### src/rtl/conv_2d_coef_loader.sv
// Frame-synchronous coefficient loader: keeps a shadow copy of the convolution kernel and streams
// it into the datapath's inactive bank at a frame boundary, then requests a bank swap.
module conv_2d_coef_loader #(
   parameter  int COEF_WIDTH       = 13,
   parameter  int COEF_FRACT_WIDTH = 8,
   parameter  int WIN_SIZE         = 5,
   parameter  int SYNC_TO_FRAME    = 1,
   localparam int COEF_NUM         = WIN_SIZE * WIN_SIZE,
   localparam int AW               = $clog2(COEF_NUM)
) (
   input  logic                  clk_i,
   input  logic                  rstn_i,
   input  logic                  cfg_wr_i,
   input  logic [AW-1:0]         cfg_addr_i,
   input  logic [COEF_WIDTH-1:0] cfg_data_i,
   input  logic                  cfg_commit_i,
   output logic                  cfg_busy_o,
   output logic                  cfg_drop_o,
   input  logic                  video_tvalid_i,
   input  logic                  video_tuser_i,
   output logic                  video_hold_o,
   output logic                  coef_wr_o,
   output logic [AW-1:0]         coef_addr_o,
   output logic [COEF_WIDTH-1:0] coef_data_o,
   output logic                  coef_swap_o
);

   localparam logic [1:0] ST_IDLE    = 2'd0;
   localparam logic [1:0] ST_PENDING = 2'd1;
   localparam logic [1:0] ST_LOAD    = 2'd2;
   localparam logic [1:0] ST_SWAP    = 2'd3;

   localparam logic [AW:0]           NUM_W    = (AW+1)'(COEF_NUM);
   localparam logic [AW-1:0]         LAST_IDX = AW'(COEF_NUM - 1);
   localparam logic [COEF_WIDTH-1:0] IDENTITY = COEF_WIDTH'(1 << COEF_FRACT_WIDTH);

   logic [1:0]            state;
   logic [COEF_WIDTH-1:0] shadow [COEF_NUM];
   logic                  hold_q;

   logic                  busy;
   logic                  addr_ok;
   logic                  shadow_wr;
   logic                  sof;
   logic                  start_load;
   logic                  drop_d;
   logic [AW-1:0]         next_idx;
   logic [COEF_WIDTH-1:0] first_data;

   assign busy       = (state != ST_IDLE);
   assign addr_ok    = ({1'b0, cfg_addr_i} < NUM_W);
   assign shadow_wr  = cfg_wr_i & ~busy & addr_ok;
   assign sof        = video_tvalid_i & video_tuser_i;
   assign start_load = ((state == ST_IDLE) & cfg_commit_i & (SYNC_TO_FRAME == 0))
                     | ((state == ST_PENDING) & sof);
   assign drop_d     = (busy & (cfg_wr_i | cfg_commit_i)) | (~busy & cfg_wr_i & ~addr_ok);
   assign next_idx   = coef_addr_o + AW'(1);

   // An immediate load launched in the same cycle as a write to entry 0 must see the new value.
   assign first_data = (shadow_wr && cfg_addr_i == '0) ? cfg_data_i : shadow[0];

   assign cfg_busy_o   = busy;
   // The SOF beat must be refused in the very cycle it appears, hence the combinational term.
   assign video_hold_o = hold_q | ((state == ST_PENDING) & sof);

   // NOTE: the shadow is reset on purpose; its reset value is the identity kernel, not don't-care.
   always_ff @(posedge clk_i or negedge rstn_i) begin
      if (!rstn_i) begin
         for (int i = 0; i < COEF_NUM; i++) begin
            shadow[i] <= (i == COEF_NUM / 2) ? IDENTITY : '0;
         end
      end else if (shadow_wr) begin
         shadow[cfg_addr_i] <= cfg_data_i;
      end
   end

   // NOTE: all state and registered outputs use non-blocking assignments so every reader sees
   // the pre-edge value regardless of block evaluation order.
   always_ff @(posedge clk_i or negedge rstn_i) begin
      if (!rstn_i) begin
         state       <= ST_IDLE;
         hold_q      <= 1'b0;
         cfg_drop_o  <= 1'b0;
         coef_wr_o   <= 1'b0;
         coef_addr_o <= '0;
         coef_data_o <= '0;
         coef_swap_o <= 1'b0;
      end else begin
         cfg_drop_o <= drop_d;
         if (start_load) begin
            state       <= ST_LOAD;
            hold_q      <= 1'b1;
            coef_wr_o   <= 1'b1;
            coef_addr_o <= '0;
            coef_data_o <= first_data;
         end else begin
            case (state)
               ST_IDLE: begin
                  if (cfg_commit_i) begin
                     state <= ST_PENDING;
                  end
               end
               ST_LOAD: begin
                  if (coef_addr_o == LAST_IDX) begin
                     state       <= ST_SWAP;
                     coef_wr_o   <= 1'b0;
                     coef_swap_o <= 1'b1;
                  end else begin
                     coef_addr_o <= next_idx;
                     coef_data_o <= shadow[next_idx];
                  end
               end
               ST_SWAP: begin
                  state       <= ST_IDLE;
                  hold_q      <= 1'b0;
                  coef_swap_o <= 1'b0;
               end
               default: ;
            endcase
         end
      end
   end

endmodule

### config.mk
export PLATFORM = sky130hd
export DESIGN_NAME = conv_2d_coef_loader
export DESIGN_NICKNAME = d
export VERILOG_FILES = /design/src/rtl/conv_2d_coef_loader.sv
export SDC_FILE = /design/constraint.sdc
export NUM_CORES = 1
export LEC_CHECK = 0
export CAP_MARGIN = 20
export CORE_MARGIN = 2
export CORE_UTILIZATION = 38
export DETAILED_ROUTE_END_ITERATION = 12
export GPL_TIMING_DRIVEN = 0
export SETUP_SLACK_MARGIN = 0.2
export SLEW_MARGIN = 15
export SYNTH_ARGS = -nofsm -noshare
export SYNTH_HDL_FRONTEND = slang
export SYNTH_SLANG_ARGS = --single-unit
### constraint.sdc
create_clock -name clk_i -period 3.2 [get_ports clk_i]
set_clock_uncertainty 0.05 [all_clocks]
set_input_delay 0.8 -clock clk_i [delete_from_list [all_inputs] [get_ports clk_i]]
set_output_delay 0.8 -clock clk_i [all_outputs]
set_load 0.01 [all_outputs]
; ---- Word level (Yosys, flattened, before mapping)
; Index checks and enable logic that the tools add are counted.
[word_totals]
reg_bits = 349
inputBits = 24
output_inout_bits = 23
word_cells = 97
[op_classes]
add_sub_neg = 1
order_cmp = 4
eq_ne = 8
muxes = 24
bitwise = 14
reduce_logical = 14
[op_table]
columns = op, count
row1 = bitwise mux 325 bit, 1
row2 = two-way mux 13 bit, 7
row3 = binary-select mux 13 bit (select 5 bit), 1
row4 = demux 13 bit (select 5 bit), 1
row5 = two-way mux 5 bit, 3
row6 = "greater-or-equal comparator 6 bit, second input constant", 2
row7 = NOT 5 -> 6 bit, 2
row8 = nonzero test 2 bit, 5
row9 = bitwise AND 1 bit, 6
row10 = "less-than comparator 6 x 1 -> 1 bit, second input constant", 1
row11 = two-way mux 1 bit, 6
row12 = two-way mux 2 bit, 3
row13 = "!= test 3 bit, second input constant", 2
row14 = one-hot mux 2 bit (3 select lines), 1
row15 = AND reduction 3 bit, 2
row16 = "adder 5 x 1 -> 5 bit, second input constant", 1
row17 = "== test 5 bit, second input constant", 1
row18 = zero test 5 bit, 1
row19 = "less-than comparator 5 bit, second input constant", 1
row20 = "== test 2 bit, second input constant", 2
row21 = "!= test 2 bit, second input constant", 2
row22 = AND reduction 2 bit, 2
row23 = nonzero test 4 bit, 1
row24 = NOT 1 bit, 3
row25 = 5 further kinds, 8

; ---- Logic depth before layout (Yosys ltp)
; Gate-level depths: netlist of run 1.
[depth]
depth_word = 8
mapped_depth = 11
depth_no_buf = 7

; ---- Worst setup path after synthesis of run 1
; OpenSTA, ideal clock, no wires.
[synth_timing]
path_type = reg-to-reg
start = reg coef_addr_o[0]
end = reg coef_data_o[10]
setup_time_ns = 0.136
arrival_ns = 2.699
required_ns = 3.014
slack_ns = 0.314
path_stages_with_launch = 11
n_path_buf = 4
period_less_slack_ns = 2.886
path_cell_list = dfrtp_1 > buf_4 > buf_2 > inv_1 > ha_1 > clkbuf_1 > clkbuf_1 > mux4_2 > and2b_1 > a2111oi_0 > o21ai_0
[synth_via]
elab_chain_cells = 8
word_cells_on_any_way = 11
cone_classes = 1 x add/sub / 2 x eq/ne / 6 x mux / 1 x bitwise / 1 x reduce/logical
[synth_lines]
columns = element, line
row1 = "start, declared", 23  ; output logic [AW-1:0] coef_addr_o,
row2 = "start signal, assigned", 109  ; coef_addr_o <= next_idx;
row3 = adder 5 x 1 -> 5 bit, 57  ; assign next_idx = coef_addr_o + AW'(1);
row4 = NOT 5 -> 6 bit (implied by the code), 110  ; coef_data_o <= shadow[next_idx];
row5 = binary-select mux 13 bit (select 5 bit), 110
row6 = two-way mux 13 bit (implied by the code) (2 in a row), 110
row7 = two-way mux 13 bit, 104  ; if (coef_addr_o == LAST_IDX) begin
row8 = two-way mux 13 bit, 97  ; case (state)
row9 = two-way mux 13 bit, 90  ; if (start_load) begin
row10 = "end signal, assigned", 95  ; coef_data_o <= first_data;
row11 = "end signal, assigned", 110
row12 = "end, declared", 24  ; output logic [COEF_WIDTH-1:0] coef_data_o,
; Parallel ways exist; a longest one is shown, timed or not. The select of a mux whose other input is x is not followed.
; A chain may end at the register's enable or synchronous reset.

; ---- Worst setup path in the final report of run 1
[layout_timing]
start = in cfg_addr_i[3]
end = reg shadow[289] (netlist bit)
[layout_via]
elab_chain_cells = 6
word_cells_on_any_way = 9
cone_classes = 3 x order compare / 3 x mux / 2 x bitwise / 1 x reduce/logical
[layout_lines]
columns = element, line
row1 = "start, declared", 14  ; input logic [AW-1:0] cfg_addr_i,
row2 = NOT 5 -> 6 bit (implied by the code), 73  ; shadow[cfg_addr_i] <= cfg_data_i;
row3 = greater-or-equal comparator 6 bit (implied by the code) / less-than comparator 6 x 1 -> 1 bit (equally long branches), 73
row4 = logical AND 1 bit (implied by the code), 73
row5 = two-way mux 13 bit (implied by the code), 73
row6 = demux 13 bit (select 5 bit), 73
row7 = bitwise mux 325 bit, 73
row8 = "end signal, assigned by index", 70  ; shadow[i] <= (i == COEF_NUM / 2) ? IDENTITY : '0;
row9 = "end signal, assigned by index", 73
row10 = "end, declared", 38  ; logic [COEF_WIDTH-1:0] shadow [COEF_NUM];
; Parallel ways exist; a longest one is shown, timed or not.

==> flow_summary.yaml, run 1 <==
power_and_ir_drop:
  power_per_cell_area_mw_per_mm2: 699
  total_power_mw: 13.2
  leakage_nw: 8.58
  max-vdd-ir-drop_mv: 0.393
clocking:
  cts.sinks: 349
  cts_tree: "built"
  cts.clk_slew.worst_paths_ns: 0.06
  cts_made_buffers: 37
  cts_buffer_depth: 3
  htreeDepth: 2
  cts.root.buffer_cell: "clkbuf_16"
  clock_latency_ns: 0.53
timing:
  setup-violations-final: 0
  period_share_pct: 90.8
  finalHoldViolCount: 0
  setup_repair_after_global_routing_missed_its_margin: "no"
  post_route_minimum_period_ns: 2.90
  timing_max_transition_violations_final: 0
  max_freq_mhz: 344
  worst_pin_slew_ns: 0.826
  max_slew_margin_pct: 44.9
yosys:
  most_frequently_used_flop_master_after_synthesis: "dfrtp_1"
  synth_cell_type_count: 53
  synth_seq_cells: 349
  synth_edf_count: 0
  synth.yosys.warnings: 0
  synth_seq_area_share_pct: 54.2
  postSynthNetCount: 1080
  synth.cell_area_mm2: 0.0161
  syn-instance-count: 1054
  post_synth.cell_area_avg_um2: 15.3
  async_reset_ff_share_pct: 100
critical_path:
  rrSetupSlack_ns: 0.32
  rr_worst_depth: 10
  path_cells: "clkdlybuf4s50_1, or4b_4, nor4_2, buf_2, mux2_2"
  worst_r2r_endpoint: "coef_data_o[1]$_DFFE_PN0P_"
  timing.critical_path.from_type: "primary input"
  timing.setup.critical_path_class: "primary input to flop"
  critical_path_arrival_ns: 3.26
  worst-path-max-fanout: 10
  crit_path_end_kind: "flop"
  timing.critical_path.slowest_cell_delay_ns: 0.61
  worst_ep_required_time_ns: 3.55
  crit-reg2reg-launch: "coef_addr_o[0]$_DFFE_PN0P_"
  crit_path_top_delay_cell: "or4b_4"
  startpoint: "cfg_addr_i[3]"
final_layout:
  nets: 1171
  finalNonFillerCells: 1710
  post_route_cells_drive_above_1_share_pct: 46.2
  most_frequent_standard_cell_in_the_layout_excluding_fill_and_tap_cells: "dfrtp_1"
  num_antenna_cells: 0
  area_delta_synth_final_pct: 17.4
  final_cell_mix: "dfrtp_1, mux2_2, mux4_2, clkbuf_1, clkdlybuf4s50_1"
  filler_cell_count: 3671
placement:
  place_hpwl_um: 28300
  port_buffers: 45
  post-place-cells: 1641
  place.gp.congestion: 0.808
hold_path:
  timing.hold.worst.class: "primary input to async pin"
floorplan:
  io_pins: 47
  die_area_mm2: 0.0440
  initial_utilization_pct: 38.5
  horiz_die_dim_um: 210
  die_h_um: 210
  std_cell_rows: 75
  floorplan.core_area_mm2: 0.0419
grt:
  grt_start_max_net_pins: 105
  global_route_usage_over_all_layers_pct: 18.4
  grt_antenna_before_repair: 0
  grt_first_pass_wirelength_um: 61500
  grt_overflow_total: 0
  first_global_vias: 9938
routing:
  drt.antenna.violating_nets: 0
  routedWlPerCell_um: 22.7
  drt_pre_antenna_iters: 5
  vias: 9307
  first_iter_violations: 662
  remaining_drc_errors: 0
  viasPerCell: 5.44
  wl_um: 38800
run_status:
  status: "completed"
job:
  max_cap_violations: 0
==> what timing repair did <==
| action | in CTS | in global routing |
|---|---|---|
| gates resized for setup | 70 | 8 |
| setup endpoints to repair | 17 | 26 |
| hold buffers | 0 | 0 |
| buffers inserted | 1 | 3 |
| pin swaps | 1 | 2 |
==> Yosys cell counts (2+ instances only) <==
library cell | count | area share [%]
inv_1 | 4 | 0.093
or3_1 | 2 | 0.078
and3_1 | 2 | 0.078
nand4_1 | 2 | 0.078
ha_1 | 2 | 0.16
buf_6 | 3 | 0.21
nor2_1 | 7 | 0.16
o31ai_1 | 2 | 0.093
mux2_2 | 322 | 23
mux4_2 | 78 | 11
nor2_4 | 3 | 0.21
a2111oi_0 | 13 | 0.71
clkbuf_1 | 51 | 1.2
buf_4 | 9 | 0.42
nor3_1 | 3 | 0.093
mux2_1 | 3 | 0.21
o21ai_0 | 24 | 0.75
xor2_1 | 2 | 0.11
mux2i_1 | 26 | 1.6
nor2b_1 | 23 | 0.89
buf_1 | 11 | 0.26
nor4_2 | 2 | 0.16
nor3b_1 | 2 | 0.093
buf_2 | 18 | 0.56
nand3_1 | 12 | 0.37
a221o_1 | 13 | 0.81
dfrtp_1 | 348 | 54
and2_1 | 2 | 0.078
nand2b_1 | 5 | 0.19
and2b_1 | 6 | 0.28
a31oi_1 | 2 | 0.078
nor3_2 | 2 | 0.12
nand2_1 | 17 | 0.40
a22oi_1 | 14 | 0.65
==> metrics by stage <==
stage | hold slack, ns | util, % | setup TNS [ns] | instance area, µm² | setup WS [ns]
4_1_cts | 0.236 | 45.0 | 0 | 18800 | 0.145
3_5_place_dp | 0.430 | 41.4 | -32.05 | 17300 | -1.41
5_1_grt | 0.268 | 45.2 | 0 | 18900 | 0.192
3_3_place_gp | 0.418 | 41.2 | -4905.45 | 17200 | -14.03
6_report | 0.219 | 45.2 | 0 | 18900 | 0.295
2_1_floorplan | 0.403 | - | 0 | 16100 | 0.314
==> worst max path at each step <==
| stage | to | slack (ns) | cells past startpoint |
|---|---|---|---|
| 2_1_floorplan | coef_data_o[10]$_DFFE_PN0P_ | 0.31 | 10 |
| 3_3_place_gp | shadow[294]$_DFFE_PN0P_ | -14.03 | 1 |
| 3_5_place_dp | coef_data_o[8]$_DFFE_PN0P_ | -1.41 | 10 |
| 4_1_cts | coef_data_o[12]$_DFFE_PN0P_ | 0.15 | 10 |
| 5_1_grt | coef_data_o[6]$_DFFE_PN0P_ | 0.19 | 8 |
| 6_report | shadow[289]$_DFFE_PN0P_ | 0.30 | 5 |
==> critical path: cells and delay by family <==
kind,cells,cell delay (ns)
AND/OR/NAND/NOR,2,1.19
buffers and inverters,2,0.88
multiplexers,1,0.37
==> state kept, by name (all words and copies together), names as in the netlist <==
signal	cells
coef_data_o	13
state	2
shadow	325
coef_swap_o	1
coef_wr_o	1
cfg_drop_o	1
hold_q	1
coef_addr_o	5
==> where the power goes <==
group	switching (mW)	leakage [nW]	internal, mW	total [mW]
sequential	0.341	4.77	5.00	5.34
clock	1.72	0.596	2.52	4.25
combinational	1.90	3.22	1.73	3.63
total	3.97	8.58	9.25	13.2
==> layout make-up <==
type                            instances  area [µm²]  share of cell area, %
Multi-Input combinational cell        609        7190                   38.0
Inverter                                4        15.0                 0.0794
Timing Repair Buffer                   52         568                   3.00
Clock buffer                           58        1140                   6.01
Clock inverter                          7        67.6                  0.357
Buffer                                 92         519                   2.75
Sequential cell                       349        8740                   46.2
Tap cell                              539         674                   3.57
==> cell families after synthesis <==
kind of cell / share of synthesized area (%)
muxes: 35.3
DFF: 54.2
and+or+nand+nor: 3.97
buffers and inverters: 2.73
AOI/OAI and AO/OA: 3.39
xor gates and xnor gates: 0.264
adders and majority gates: 0.155
==> routing by layer <==
| layer | track usage (%) | part of all wire [%] | vias to the layer above |
|---|---|---|---|
| li1 | - | - | 4126 |
| met2 | 30.4 | 48 | 137 |
| met5 | 0 | 0 | - |
| met3 | 2.35 | 3.3 | 58 |
| met4 | 4.48 | 1.8 | 0 |
| met1 | 25.8 | 47 | 4986 |
Note: power is estimated with default switching activity, not from simulation.
==> run 2, diff against run 1 <==
- TNS_END_PERCENT: default -> 1
- clock period: 3.2 -> 3.4 ns (I/O delays scaled with it)
==> run 2 against run 1 <==
Against the previous run: global-route usage is 0.073 points lower; sequential power is 5.8% lower; combinational power is 8.8% lower; clock power is 5.9% lower; routed wire length is 0.26% lower; register-to-register slack worse by 0.16 ns; via count is 0.31% lower; critical path type is now flop to flop; largest power group unchanged.
==> flow_summary.yaml, run 2 (same netlist as run 1, synthesis figures left out) <==
critical_path:
  timing.critical_path.from_type: "flop"
  rr_worst_depth: 10
  worst-path-max-fanout: 10
  crit_path_end_kind: "flop"
  timing.setup.critical_path_class: "flop to flop"
  critical_path_arrival_ns: 3.58
  worst_ep_required_time_ns: 3.74
final_layout:
  filler_cell_count: 3692
  post_route_cells_drive_above_1_share_pct: 45.5
  finalNonFillerCells: 1707
  total_area_of_multi_input_combinational_cells_mm2: 0.00710
  postLayoutCellArea_mm2: 0.0188
  largest-register: "shadow"
  num_antenna_cells: 0
  top_flop_regs: "shadow: 325 flops, coef_data_o: 13 flops, coef_addr_o: 5 flops"
  max_reg_flops: 325
  final_cell_mix: "dfrtp_1, mux2_2, mux4_2, clkbuf_1, clkdlybuf4s50_1"
  seq_area_mm2: 0.00874
  nets: 1168
  area_delta_synth_final_pct: 16.5
  most_frequent_standard_cell_in_the_layout_excluding_fill_and_tap_cells: "dfrtp_1"
timing:
  max_freq_mhz: 308
  max_slew_margin_pct: 38.2
  setup_repair_after_global_routing_missed_its_margin: "yes"
  period_share_pct: 95.3
  timing_max_transition_violations_final: 0
  setup-violations-final: 0
  post_route_minimum_period_ns: 3.24
  worst_pin_slew_ns: 0.928
  finalHoldViolCount: 0
grt:
  global_route_usage_over_all_layers_pct: 18.3
  globalRoute.busiestLayer: "met2"
  grt_first_pass_wirelength_um: 61300
  grt_antenna_before_repair: 0
  global_route.usage.met1_pct: 25.7
  first_global_vias: 9913
  grt_overflow_total: 0
  grt_util_met2_pct: 30.2
  grt_start_max_net_pins: 105
  grt_util_met3_pct: 2.35
routing:
  vias: 9278
  viasPerCell: 5.44
  routedWlPerCell_um: 22.7
  drt_pre_antenna_iters: 5
  first_iter_violations: 690
  drt.antenna.violating_nets: 0
  remaining_drc_errors: 0
  wl_um: 38700
placement:
  place_hpwl_um: 28300
  placedInstanceArea_mm2: 0.0173
  place.gp.congestion: 0.808
  post-place-cells: 1641
  port_buffers: 45
floorplan:
  io_pins: 47
  initial_utilization_pct: 38.5
  floorplan.core_area_mm2: 0.0419
  std_cell_rows: 75
  horiz_die_dim_um: 210
  die_area_mm2: 0.0440
  die_h_um: 210
clocking:
  cts_made_buffers: 37
  clock_latency_ns: 0.53
  htreeDepth: 2
  cts.sinks: 349
  cts.clk_slew.worst_paths_ns: 0.06
  cts_buffer_depth: 3
  cts.root.buffer_cell: "clkbuf_16"
  cts_tree: "built"
job:
  max_cap_violations: 0
power_and_ir_drop:
  total_power_mw: 12.3
  max-vdd-ir-drop_mv: 0.370
  leakage_nw: 8.54
  power_per_cell_area_mw_per_mm2: 658
hold_path:
  timing.hold.worst.class: "primary input to async pin"
run_status:
  status: "completed"
==> run 2: cell types whose count changed in the layout (fill, tap and decap cells not counted), sizes merged <==
cell and change:
clkdlybuf4s15 +1, buf -2, clkbuf -2
==> run 2: report_power, final <==
group	internal, mW	switching (mW)	total (mW)
clock	2.37	1.62	4.00
combinational	1.56	1.75	3.31
sequential	4.71	0.323	5.03
==> run 2: layer usage <==
| metal | vias to the layer above | part of all wire [%] | wire [µm] |
|---|---|---|---|
| li1 | 4111 | - | - |
| met1 | 4968 | 47 | 18000 |
| met2 | 143 | 48 | 18600 |
| met3 | 56 | 3.3 | 1300 |
| met4 | 0 | 2.0 | 771 |
| met5 | - | 0 | 0 |
==> run 2: stage by stage <==
stage	TNS, ns	utilization (%)	setup WS, ns	hold WS (ns)
floorplan	0	-	0.514	0.403
global placement	-4838.39	41.2	-13.88	0.418
detailed placement	-16.53	41.4	-1.21	0.430
CTS	0	44.7	0.109	0.286
global route	0	44.8	0.00262	0.318
finish	0	44.8	0.158	0.276
==> run 2: critical path: stages (launching register included) <==
cell	delay, ns
dfrtp_2	0.45
buf_4	0.23
buf_4	0.28
inv_1	0.13
ha_1	0.30
clkbuf_2	0.20
clkbuf_8	0.26
nor3_4	0.11
clkbuf_2	0.32
a2111oi_2	0.61
o21ai_0	0.16
==> run 2: final timing paths <==
path	start	to	slack, ns
max in group asynchronous	rstn_i	shadow[48]$_DFFE_PN0P_	1.62
max reg2reg	coef_addr_o[0]$_DFFE_PN0P_	coef_data_o[3]$_DFFE_PN0P_	0.16
min in group clk_i	shadow[308]$_DFFE_PN0P_	shadow[308]$_DFFE_PN0P_	0.44
min	rstn_i	shadow[65]$_DFFE_PN0P_	0.28
max	coef_addr_o[0]$_DFFE_PN0P_	coef_data_o[3]$_DFFE_PN0P_	0.16
min reg2reg	shadow[308]$_DFFE_PN0P_	shadow[308]$_DFFE_PN0P_	0.44
==> run 2: area by class of cell <==
type,instances,share of cell area [%]
flip-flops and latches,349,46.6
multi-input cells,609,37.9
clock buffers,58,6.06
well taps,539,3.59
repair buffers,49,2.91
plain buffers,92,2.57
clock inverters,7,0.360
inverters,4,0.0800
==> run 2: timing repair <==
action,in CTS,in global routing
hold buffers,0,0
endpoints found under the setup margin,15,17
pin swaps,1,0
gates cloned,0,0
buffers inserted,1,0
gates resized for setup,51,8
